==> config.mk <==
export PLATFORM = sky130hd
export DESIGN_NAME = instruction_fetch_flat
export DESIGN_NICKNAME = d
export VERILOG_FILES = /design/src/rtl/cpu_pkg.sv /design/src/rtl/instruction_fetch_if.sv /design/src/rtl/instruction_fetch.sv /design/src/flat_wrapper.sv
export SDC_FILE = /design/constraint.sdc
export NUM_CORES = 1
export LEC_CHECK = 0
export ABC_AREA = 1
export BUFFER_PORTS_ARGS = -buffer_cell sky130_fd_sc_hd__buf_2
export CAP_MARGIN = 20
export CORE_MARGIN = 4
export CORE_UTILIZATION = 28
export DETAILED_ROUTE_END_ITERATION = 16
export GPL_TIMING_DRIVEN = 0
export SETUP_SLACK_MARGIN = 0.02
export SLEW_MARGIN = 20
export SYNTH_ARGS = -nofsm -noshare
export SYNTH_HDL_FRONTEND = slang
export SYNTH_SLANG_ARGS = --single-unit
==> constraint.sdc <==
create_clock -name clk -period 3.2 [get_ports clk]
set_clock_uncertainty 0.2 [all_clocks]
set_input_delay 0.64 -clock clk [delete_from_list [all_inputs] [get_ports clk]]
set_output_delay 0.64 -clock clk [all_outputs]
set_load 0.01 [all_outputs]
==> src/rtl/cpu_pkg.sv <==
// cpu_pkg: shared fetch-stage types and address constants
package cpu_pkg;
  typedef enum logic [1:0] {IDLE, FETCH, HOLD, HALTED} fetch_state_t;
  localparam logic [31:0] RESET_VECTOR_DEF = 32'hBFC00000;
  localparam logic [31:0] HALT_ADDR = 32'h0;
endpackage

==> src/rtl/instruction_fetch_if.sv <==
// instruction_fetch_if: Avalon single-word read bus between fetch and memory
interface instruction_fetch_if;
  logic [31:0] address;
  logic        read;
  logic        waitrequest;
  logic [31:0] readdata;
  modport master (output address, read, input waitrequest, readdata);
  modport slave (input address, read, output waitrequest, readdata);
endinterface

==> src/rtl/instruction_fetch.sv <==
// instruction_fetch: PC ownership, Avalon instruction reads, delay-slot redirection and halt at address 0
module instruction_fetch
  import cpu_pkg::*;
#(
  parameter logic [31:0] RESET_VECTOR = RESET_VECTOR_DEF
) (
  input  logic                       clk,
  input  logic                       reset_n,
  instruction_fetch_if.master        bus,
  output logic [31:0]                instr,
  output logic                       instr_valid,
  output logic [31:0]                pc_out,
  input  logic                       stall,
  input  logic                       redirect,
  input  logic [31:0]                redirect_target,
  output logic                       active
);
  fetch_state_t state, state_d;
  logic [31:0] pc, pc_d, pending_target, target_d, instr_d, pc_out_d, next_pc;
  logic pending, pending_d, take;
  assign bus.address = pc;
  assign bus.read = state == FETCH;
  assign instr_valid = state == HOLD;
  assign active = state != HALTED;
  // A delay slot's own redirect is ignored; the earlier branch's target wins.
  assign take = !pending && redirect;
  assign next_pc = pending ? pending_target : pc_out + 32'd4;
  always_comb begin
    state_d = state;
    pc_d = pc;
    pending_d = pending;
    target_d = pending_target;
    instr_d = instr;
    pc_out_d = pc_out;
    case (state)
      IDLE: begin
        state_d = FETCH;
        pc_d = RESET_VECTOR;
      end
      FETCH: if (!bus.waitrequest) begin
        instr_d = bus.readdata;
        pc_out_d = pc;
        state_d = HOLD;
      end
      HOLD: if (!stall) begin
        pending_d = take;
        target_d = take ? {redirect_target[31:2], 2'b00} : pending_target;
        state_d = next_pc == HALT_ADDR ? HALTED : FETCH;
        pc_d = next_pc == HALT_ADDR ? pc : next_pc;
      end
      default: state_d = HALTED;
    endcase
  end
  always_ff @(posedge clk) begin
    if (!reset_n) begin
      state <= IDLE;
      pc <= RESET_VECTOR;
      pending <= 1'b0;
      pending_target <= '0;
      instr <= '0;
      pc_out <= '0;
    end else begin
      state <= state_d;
      pc <= pc_d;
      pending <= pending_d;
      pending_target <= target_d;
      instr <= instr_d;
      pc_out <= pc_out_d;
    end
  end
endmodule

==> src/flat_wrapper.sv <==
// flat-port wrapper written by rule: the top's interface ports become plain ports
module instruction_fetch_flat import cpu_pkg::*;
#(
  parameter logic [31:0] RESET_VECTOR = RESET_VECTOR_DEF
)
  (clk, reset_n, instr, instr_valid, pc_out, stall, redirect, redirect_target, active, bus_address, bus_read, bus_waitrequest, bus_readdata);
  instruction_fetch_if bus_i ();
  input  logic clk;
  input  logic reset_n;
  output logic [31:0] instr;
  output logic instr_valid;
  output logic [31:0] pc_out;
  input  logic stall;
  input  logic redirect;
  input  logic [31:0] redirect_target;
  output logic active;
  output wire logic [$bits(bus_i.address)-1:0] bus_address;
  output wire logic [$bits(bus_i.read)-1:0] bus_read;
  input wire logic [$bits(bus_i.waitrequest)-1:0] bus_waitrequest;
  input wire logic [$bits(bus_i.readdata)-1:0] bus_readdata;
  assign bus_address = bus_i.address;
  assign bus_read = bus_i.read;
  assign bus_i.waitrequest = bus_waitrequest;
  assign bus_i.readdata = bus_readdata;
  instruction_fetch #(.RESET_VECTOR(RESET_VECTOR)) u_core (.clk(clk), .reset_n(reset_n), .bus(bus_i), .instr(instr), .instr_valid(instr_valid), .pc_out(pc_out), .stall(stall), .redirect(redirect), .redirect_target(redirect_target), .active(active));
endmodule
==> out/qor.yml, run 1 <==
clocking:
  clock_tree.buffer_depth: 2
  post_cts_resized: 0
  cts_tree: "yes"
  tritoncts.num_buffers: 17
  post_cts.repair.setup_buffers: 0
  cts_num_sinks: 129
  insertion_delay_of_the_later_clocked_pin_in_the_worst_skew_pair_ns: 0.42
  post_cts_hold_buffer_count: 0
  root_buffer: "sky130_fd_sc_hd__clkbuf_16"
  clkSlewWorstSetupHoldPaths_ns: 0.06
  cts_htree_levels: 4
grt:
  grt_overflow: 0
  first_global_vias: 5957
  grt_antenna_before_repair: 2
  grt_pass1_wl_um: 32560
  global_route_usage_over_all_layers: 0.1756
  grt_max_degree: 17
floorplan:
  floorplan.core_area_um2: 20960
  core.rowCount: 53
  starting_density_of_the_core: 0.2835
  chipWidth_um: 153.7
  design.die.area_um2: 23610
  ios: 168
  die_height_um: 153.7
setup_path:
  critPathRequiredTime_ns: 3.30
  setup.worst_path.start_class: "flip-flop"
  worst_ep_arrival_time_ns: 3.03
  critical_path.endpoint_type: "flip-flop"
  crit_type: "reg2reg"
  worstPathMaxFanout: 10
sta:
  timing.fmax_ghz: 0.3413
  final-hold-violation-count: 0
  finalCriticalPeriod_ns: 2.930
  whs_ns: 0.2386
  fin_tns_setup_ns: 0
  rsz0062_at_grt: "false"
  tightestPinTransition_ns: 0.8932
  finalWorstSetupSlack_ns: 0.2702
  max_slew_margin: 0.4023
  setup_viol: 0
  post-route-period-util: 0.9156
  final_max_slew_viol_count: 0
logic_synthesis:
  synth_warnings: 0
  seq_area_frac_synth: 0.4347
  synth_seq_cells: 129
  synth.lib_cells_used.distinct: 27
  syn-cell-area_um2: 5941
  syn_inst: 883
  avgSynthCellArea_um2: 6.728
  syn_nets: 953
layout:
  syn2layout_area_growth_pct: 29.68
  drive_gt1_frac: 0.2171
  final_common_cell: "sky130_fd_sc_hd__nor2_1"
  multi_input_comb_area_um2: 2934
  n_fill_cell: 2318
  final_area_um2: 7704
  layout_common_cells: "sky130_fd_sc_hd__nor2_1 (187), sky130_fd_sc_hd__buf_2 (177), sky130_fd_sc_hd__nand2_1 (167)"
  regArea_um2: 2582
  final_nets: 1137
power_and_ir_drop:
  pwr-share-seq: 0.418
  clockPowerShare: 0.460
  power.switching_mw: 1.089
  power_per_cell_area_nw_per_um2: 549.0
  ir_drop_v: 0.0003801
  netSwitchingFraction: 0.2574
  static-leakage-power_nw: 3.618
  power_frac_comb: 0.123
  cell_internal_pwr_mw: 3.141
  post-layout-total-power_mw: 4.230
route:
  drt_via_density: 4.656
  drtPass1Iterations: 4
  ant_nets: 0
  detail_route.drc_violations: 0
  post_drt_wl_per_cell_um: 15.66
  detail_route.iter0.violations: 428
  wirelength_um: 21200
  vias_post_dr: 6304
worst_hold_path:
  holdCritPathClass: "in2reg"
placed_design:
  detailed_place_hpwl_um: 16490
  finalWeightedCongestion: 0.8681
  dpl_cell_area_um2: 7111
  port_buffers: 165
  place_worst_setup_slack_ns: 0.2509
run:
  timing.max_cap.violations: 0
run_status:
  status: "finished clean"
[through the flow]
step,cells,utilization
floorplan,883,-
detailed placement,1323,0.3393
finish,1354,0.3676
global route,1354,0.3676
global placement,1323,0.3393
CTS,1353,0.3675
[power groups by stage]
stage / clock (mW) / sequential (mW) / combinational [mW]
2_1_floorplan: 0 / 1.82 / 0.267
3_3_place_gp: 0 / 1.80 / 0.516
3_5_place_dp: 0 / 1.80 / 0.520
4_1_cts: 1.98 / 1.76 / 0.522
5_1_grt: 2.06 / 1.78 / 0.585
6_report: 1.94 / 1.77 / 0.519
[routing by layer]
layer	up-vias	wire (um)	part of all wire	track usage
met1	2804	9653	0.46	0.2289
met2	218	9605	0.45	0.2785
met3	37	1501	0.071	0.05235
met5	-	13	0.00061	0
li1	3243	-	-	-
met4	2	429	0.020	0.05971
[layout make-up]
cell class / count / share of cell area
Antenna cell: 1 / 0.0003248
Tap cell: 275 / 0.04466
Clock buffer: 25 / 0.06692
Multi-Input combinational cell: 651 / 0.3809
Inverter: 54 / 0.02631
Timing Repair Buffer: 165 / 0.1072
Clock inverter: 5 / 0.009745
Buffer: 49 / 0.02875
Sequential cell: 129 / 0.3352
[worst max-delay path, cell delays in order, from the launching register on]
cell and delay [ns]:
sky130_fd_sc_hd__dfxtp_1 0.50, sky130_fd_sc_hd__ha_1 0.27, sky130_fd_sc_hd__nand2_2 0.12, sky130_fd_sc_hd__nor2_8 0.21, sky130_fd_sc_hd__nand2_2 0.12, sky130_fd_sc_hd__nor2_2 0.19
sky130_fd_sc_hd__nand3_1 0.09, sky130_fd_sc_hd__nand3_1 0.15, sky130_fd_sc_hd__nand2_1 0.07, sky130_fd_sc_hd__nor2_1 0.10, sky130_fd_sc_hd__nand2_1 0.07, sky130_fd_sc_hd__nor2_1 0.13
sky130_fd_sc_hd__nand3_2 0.17, sky130_fd_sc_hd__buf_2 0.25, sky130_fd_sc_hd__nand3_1 0.09, sky130_fd_sc_hd__nand3_1 0.08
[path summary, 6_finish.rpt]
kind | startpoint | to | cells after the start | slack, ns
max | u_core.pc_out[2] | u_core.bus.address[26] | 15 | 0.27
min | bus_readdata[16] | u_core.instr[16] | 3 | 0.24
min reg2reg | u_core.pending_target[6] | u_core.pending_target[6] | 2 | 0.26
max reg2reg | u_core.pc_out[2] | u_core.bus.address[26] | 15 | 0.27
[cell families after synthesis]
group	synth area share
multiplexers	0.001685
adder cells (fa/ha/maj)	0.002106
AND/OR/NAND/NOR	0.3673
AO/OA/AOI/OAI	0.1213
buffers and inverters	0.07140
XOR/XNOR	0.001475
flip-flops	0.4347
[flip-flops by register name (all words and copies together), names as in the netlist]
name / count
u_core.pending: 1
u_core.pc_out: 32
u_core.pending_target: 30
u_core.instr: 32
u_core.state: 2
u_core.bus.address: 32
[Yosys cell counts (all sizes together)]
library cell / number / share of area
or2: 7 / 0.0074
clkinv: 2 / 0.0013
nor3b: 1 / 0.0013
clkbuf: 32 / 0.020
mux2i: 1 / 0.0017
xor2: 1 / 0.0015
o21ai: 109 / 0.092
nand2: 171 / 0.11
a21oi: 35 / 0.029
ha: 1 / 0.0021
nor3: 1 / 0.00084
nand3: 110 / 0.095
nor2: 196 / 0.13
nand4: 16 / 0.017
inv: 52 / 0.033
dfxtp: 129 / 0.43
and2: 2 / 0.0021
buf: 17 / 0.017
Note: power is estimated with default switching activity, not from simulation.
==> inputs of run 2 (changes only) <==
Settings changed: ABC_AREA 1 to default.
==> run 2 against run 1 <==
Compared with the run above: the flow now finishes with violations (setup timing); sequential power decreased by 6%; highest routed layer unchanged; first-iteration DRC count fell by 0.93%; hold slack improved by 0.011 ns; die area is 3.7% lower; largest cell class unchanged; register-to-register slack lost 0.42 ns.
==> out/qor.yml, run 2 <==
run_status:
  status: "finished with violations"
  violations: "setup timing"
setup_path:
  number_of_buffers_and_inverters_on_the_critical_path: 3
  crit_path_max_delay_cell_type: "sky130_fd_sc_hd__or4_4"
  critical_path.endpoint_type: "flip-flop"
  setup.worst_path.start_class: "flip-flop"
  crit_chain: "nand4_1 -> or3_4 -> buf_6 -> o31a_1 -> nor4_2 -> a31oi_2 -> or4_4 -> o31ai_4 -> buf_12 -> buf_8 -> a22oi_1"
  critPathRequiredTime_ns: 3.29
  critical_path_startpoint: "u_core.pc_out[16]"
  timing.reg2reg.setup_slack_ns: -0.15
  critical_path.max_stage_delay_ns: 0.58
  crit-reg2reg-launch: "u_core.pc_out[16]"
  worst_ep_arrival_time_ns: 3.44
  cp.depth: 11
  critical_path.endpoint: "u_core.bus.address[26]"
  worst_r2r_path_depth: 11
  timing.rr.end: "u_core.bus.address[26]"
  worstPathMaxFanout: 10
  crit_type: "reg2reg"
  timing.critical_path.max_delay_family: "simple AND/OR/NAND/NOR gates"
logic_synthesis:
  synth-main-ff-cell: "sky130_fd_sc_hd__dfxtp_1"
  syn-cell-area_um2: 5710
  top_area_cells_in_the_synthesized_netlist: "sky130_fd_sc_hd__dfxtp_1 (45%), sky130_fd_sc_hd__nand2_1 (14%), sky130_fd_sc_hd__a21oi_1 (8.8%)"
  share_of_yosys_cell_area_claimed_by_the_top_area_cell_type: 0.4522
  synth_edf_count: 0
  postSynth.asyncResetShare: 0
  seq_area_frac_synth: 0.4522
  syn_inst: 721
  synth.top_cells.by_count: "sky130_fd_sc_hd__nand2_1 (213), sky130_fd_sc_hd__dfxtp_1 (129), sky130_fd_sc_hd__a21oi_1 (100)"
  syn_nets: 791
  synth_seq_cells: 129
  avgSynthCellArea_um2: 7.920
  synth_top_cell_by_area: "sky130_fd_sc_hd__dfxtp_1"
  yosys.cell_count.top_type: "sky130_fd_sc_hd__nand2_1"
  synth_warnings: 0
  synth.lib_cells_used.distinct: 55
floorplan:
  design.die.area_um2: 22740
  die_height_um: 150.8
  ios: 168
  floorplan.core_area_um2: 19780
  core.rowCount: 51
  starting_density_of_the_core: 0.2887
  chipWidth_um: 150.8
sta:
  finalWorstSetupSlack_ns: -0.1492
  max_slew_margin: 0.4259
  setup_viol: 30
  rsz0062_at_grt: "true"
  final_max_slew_viol_count: 0
  post-route-period-util: 1.047
  finalCriticalPeriod_ns: 3.349
  fin_tns_setup_ns: -3.655
  whs_ns: 0.2497
  final-hold-violation-count: 0
  tightestPinTransition_ns: 0.8611
  timing.fmax_ghz: 0.2986
placed_design:
  dpl_cell_area_um2: 6928
  port_buffers: 165
  finalWeightedCongestion: 0.9008
  detailed_place_hpwl_um: 15200
  place_worst_setup_slack_ns: -0.5657
  placedCellCount: 1151
power_and_ir_drop:
  ir_drop_v: 0.0003439
  static-leakage-power_nw: 3.311
  power_per_cell_area_nw_per_um2: 533.4
  post-layout-total-power_mw: 4.254
layout:
  final_nets: 996
  antenna-diode-count: 0
  n_fill_cell: 2114
  layout_common_cells: "sky130_fd_sc_hd__nand2_1 (212), sky130_fd_sc_hd__buf_2 (166), sky130_fd_sc_hd__dfxtp_1 (114)"
  final_area_um2: 7975
  final_core_utilization: 0.4032
  syn2layout_area_growth_pct: 39.66
  drive_gt1_frac: 0.2961
  layoutNonFillerInstCount: 1204
  final_common_cell: "sky130_fd_sc_hd__nand2_1"
route:
  detail_route.drc_violations: 0
  detail_route.iter0.violations: 424
  wirelength_um: 20700
  post_drt_wl_per_cell_um: 17.19
  vias_post_dr: 5957
  ant_nets: 0
  drt_via_density: 4.948
  drtPass1Iterations: 5
grt:
  grt_max_degree: 17
  global_route_usage_over_all_layers: 0.1823
  grt_pass1_wl_um: 31980
  grt_overflow: 0
  grt_antenna_before_repair: 3
  first_global_vias: 5866
clocking:
  clkSlewWorstSetupHoldPaths_ns: 0.06
  root_buffer: "sky130_fd_sc_hd__clkbuf_16"
  cts_htree_levels: 4
  cts_tree: "yes"
  clock_tree.buffer_depth: 2
  post_cts_hold_buffer_count: 0
  cts_num_sinks: 129
  tritoncts.num_buffers: 17
  insertion_delay_of_the_later_clocked_pin_in_the_worst_skew_pair_ns: 0.43
run:
  timing.max_cap.violations: 0
worst_hold_path:
  holdCritPathClass: "reg2reg"
[run 2: changes by cell type after synthesis, moves of 10 or more]
cell                      change
sky130_fd_sc_hd__a21oi_1     +65
sky130_fd_sc_hd__xor2_1      +11
sky130_fd_sc_hd__nand3_1     -88
sky130_fd_sc_hd__inv_1       -33
sky130_fd_sc_hd__buf_2       -10
sky130_fd_sc_hd__o21ai_0     -86
sky130_fd_sc_hd__nand2_1     +46
sky130_fd_sc_hd__nor2_1     -166
sky130_fd_sc_hd__nor4_1      +10
[run 2: kinds of logic after synthesis]
kind of cell,synth area share
DFF,0.4522
buffers and inverters,0.04908
and+or+nand+nor,0.2590
AOI/OAI and AO/OA,0.1911
adders and majority gates,0.002191
muxes,0.01424
xor gates and xnor gates,0.03221
[run 2: final cells by class]
cell class              instances  area, um^2  share of cell area
clock inverters                13       232.7             0.02918
plain buffers                  49       244.0             0.03059
clock buffers                  19       452.9             0.05679
flip-flops and latches        129        2614              0.3277
inverters                      17       63.81            0.008001
well taps                     265       331.6             0.04158
repair buffers                186        1050              0.1316
multi-input cells             526        2987              0.3745
[run 2: repair_timing]
item / CTS / global route
gates cloned: 2 / 1
gates resized for setup: 24 / 20
endpoints found under the setup margin: 33 / 32
buffers inserted: 16 / 2
pin swaps: 9 / 16
[run 2: tightest hold or removal path, stage by stage (launching register included)]
cell                      delay (ns)
sky130_fd_sc_hd__dfxtp_1        0.30
sky130_fd_sc_hd__nand2_1        0.05
sky130_fd_sc_hd__a21oi_1        0.05
[run 2: routing by layer]
metal  vias up  wire (um)  global-route usage
li1       2914          -                   -
met1      2755       8843              0.2307
met2       238       9374              0.2864
met3        44       1951             0.06762
met4         6        486             0.06301
met5         -         39                   0
[run 2: how the worst min path moves through the flow]
stage | from | endpoint | cells after the start
final | u_core.instr[28] | u_core.instr[28] | 2
after CTS | bus_readdata[16] | u_core.instr[16] | 3
after global routing | bus_readdata[16] | u_core.instr[16] | 3
after global placement | u_core.instr[11] | u_core.instr[11] | 2
after floorplan | u_core.pending_target[10] | u_core.pending_target[10] | 2
after detailed placement | u_core.pending_target[10] | u_core.pending_target[10] | 2
[run 2: report_power, final]
| part | internal [mW] | leakage, nW | total (mW) | switching (mW) |
|---|---|---|---|---|
| combinational | 0.132 | 1.92 | 0.332 | 0.200 |
| sequential | 1.64 | 1.05 | 1.67 | 0.0286 |
| clock | 1.50 | 0.333 | 2.25 | 0.751 |
| total | 3.27 | 3.31 | 4.25 | 0.980 |
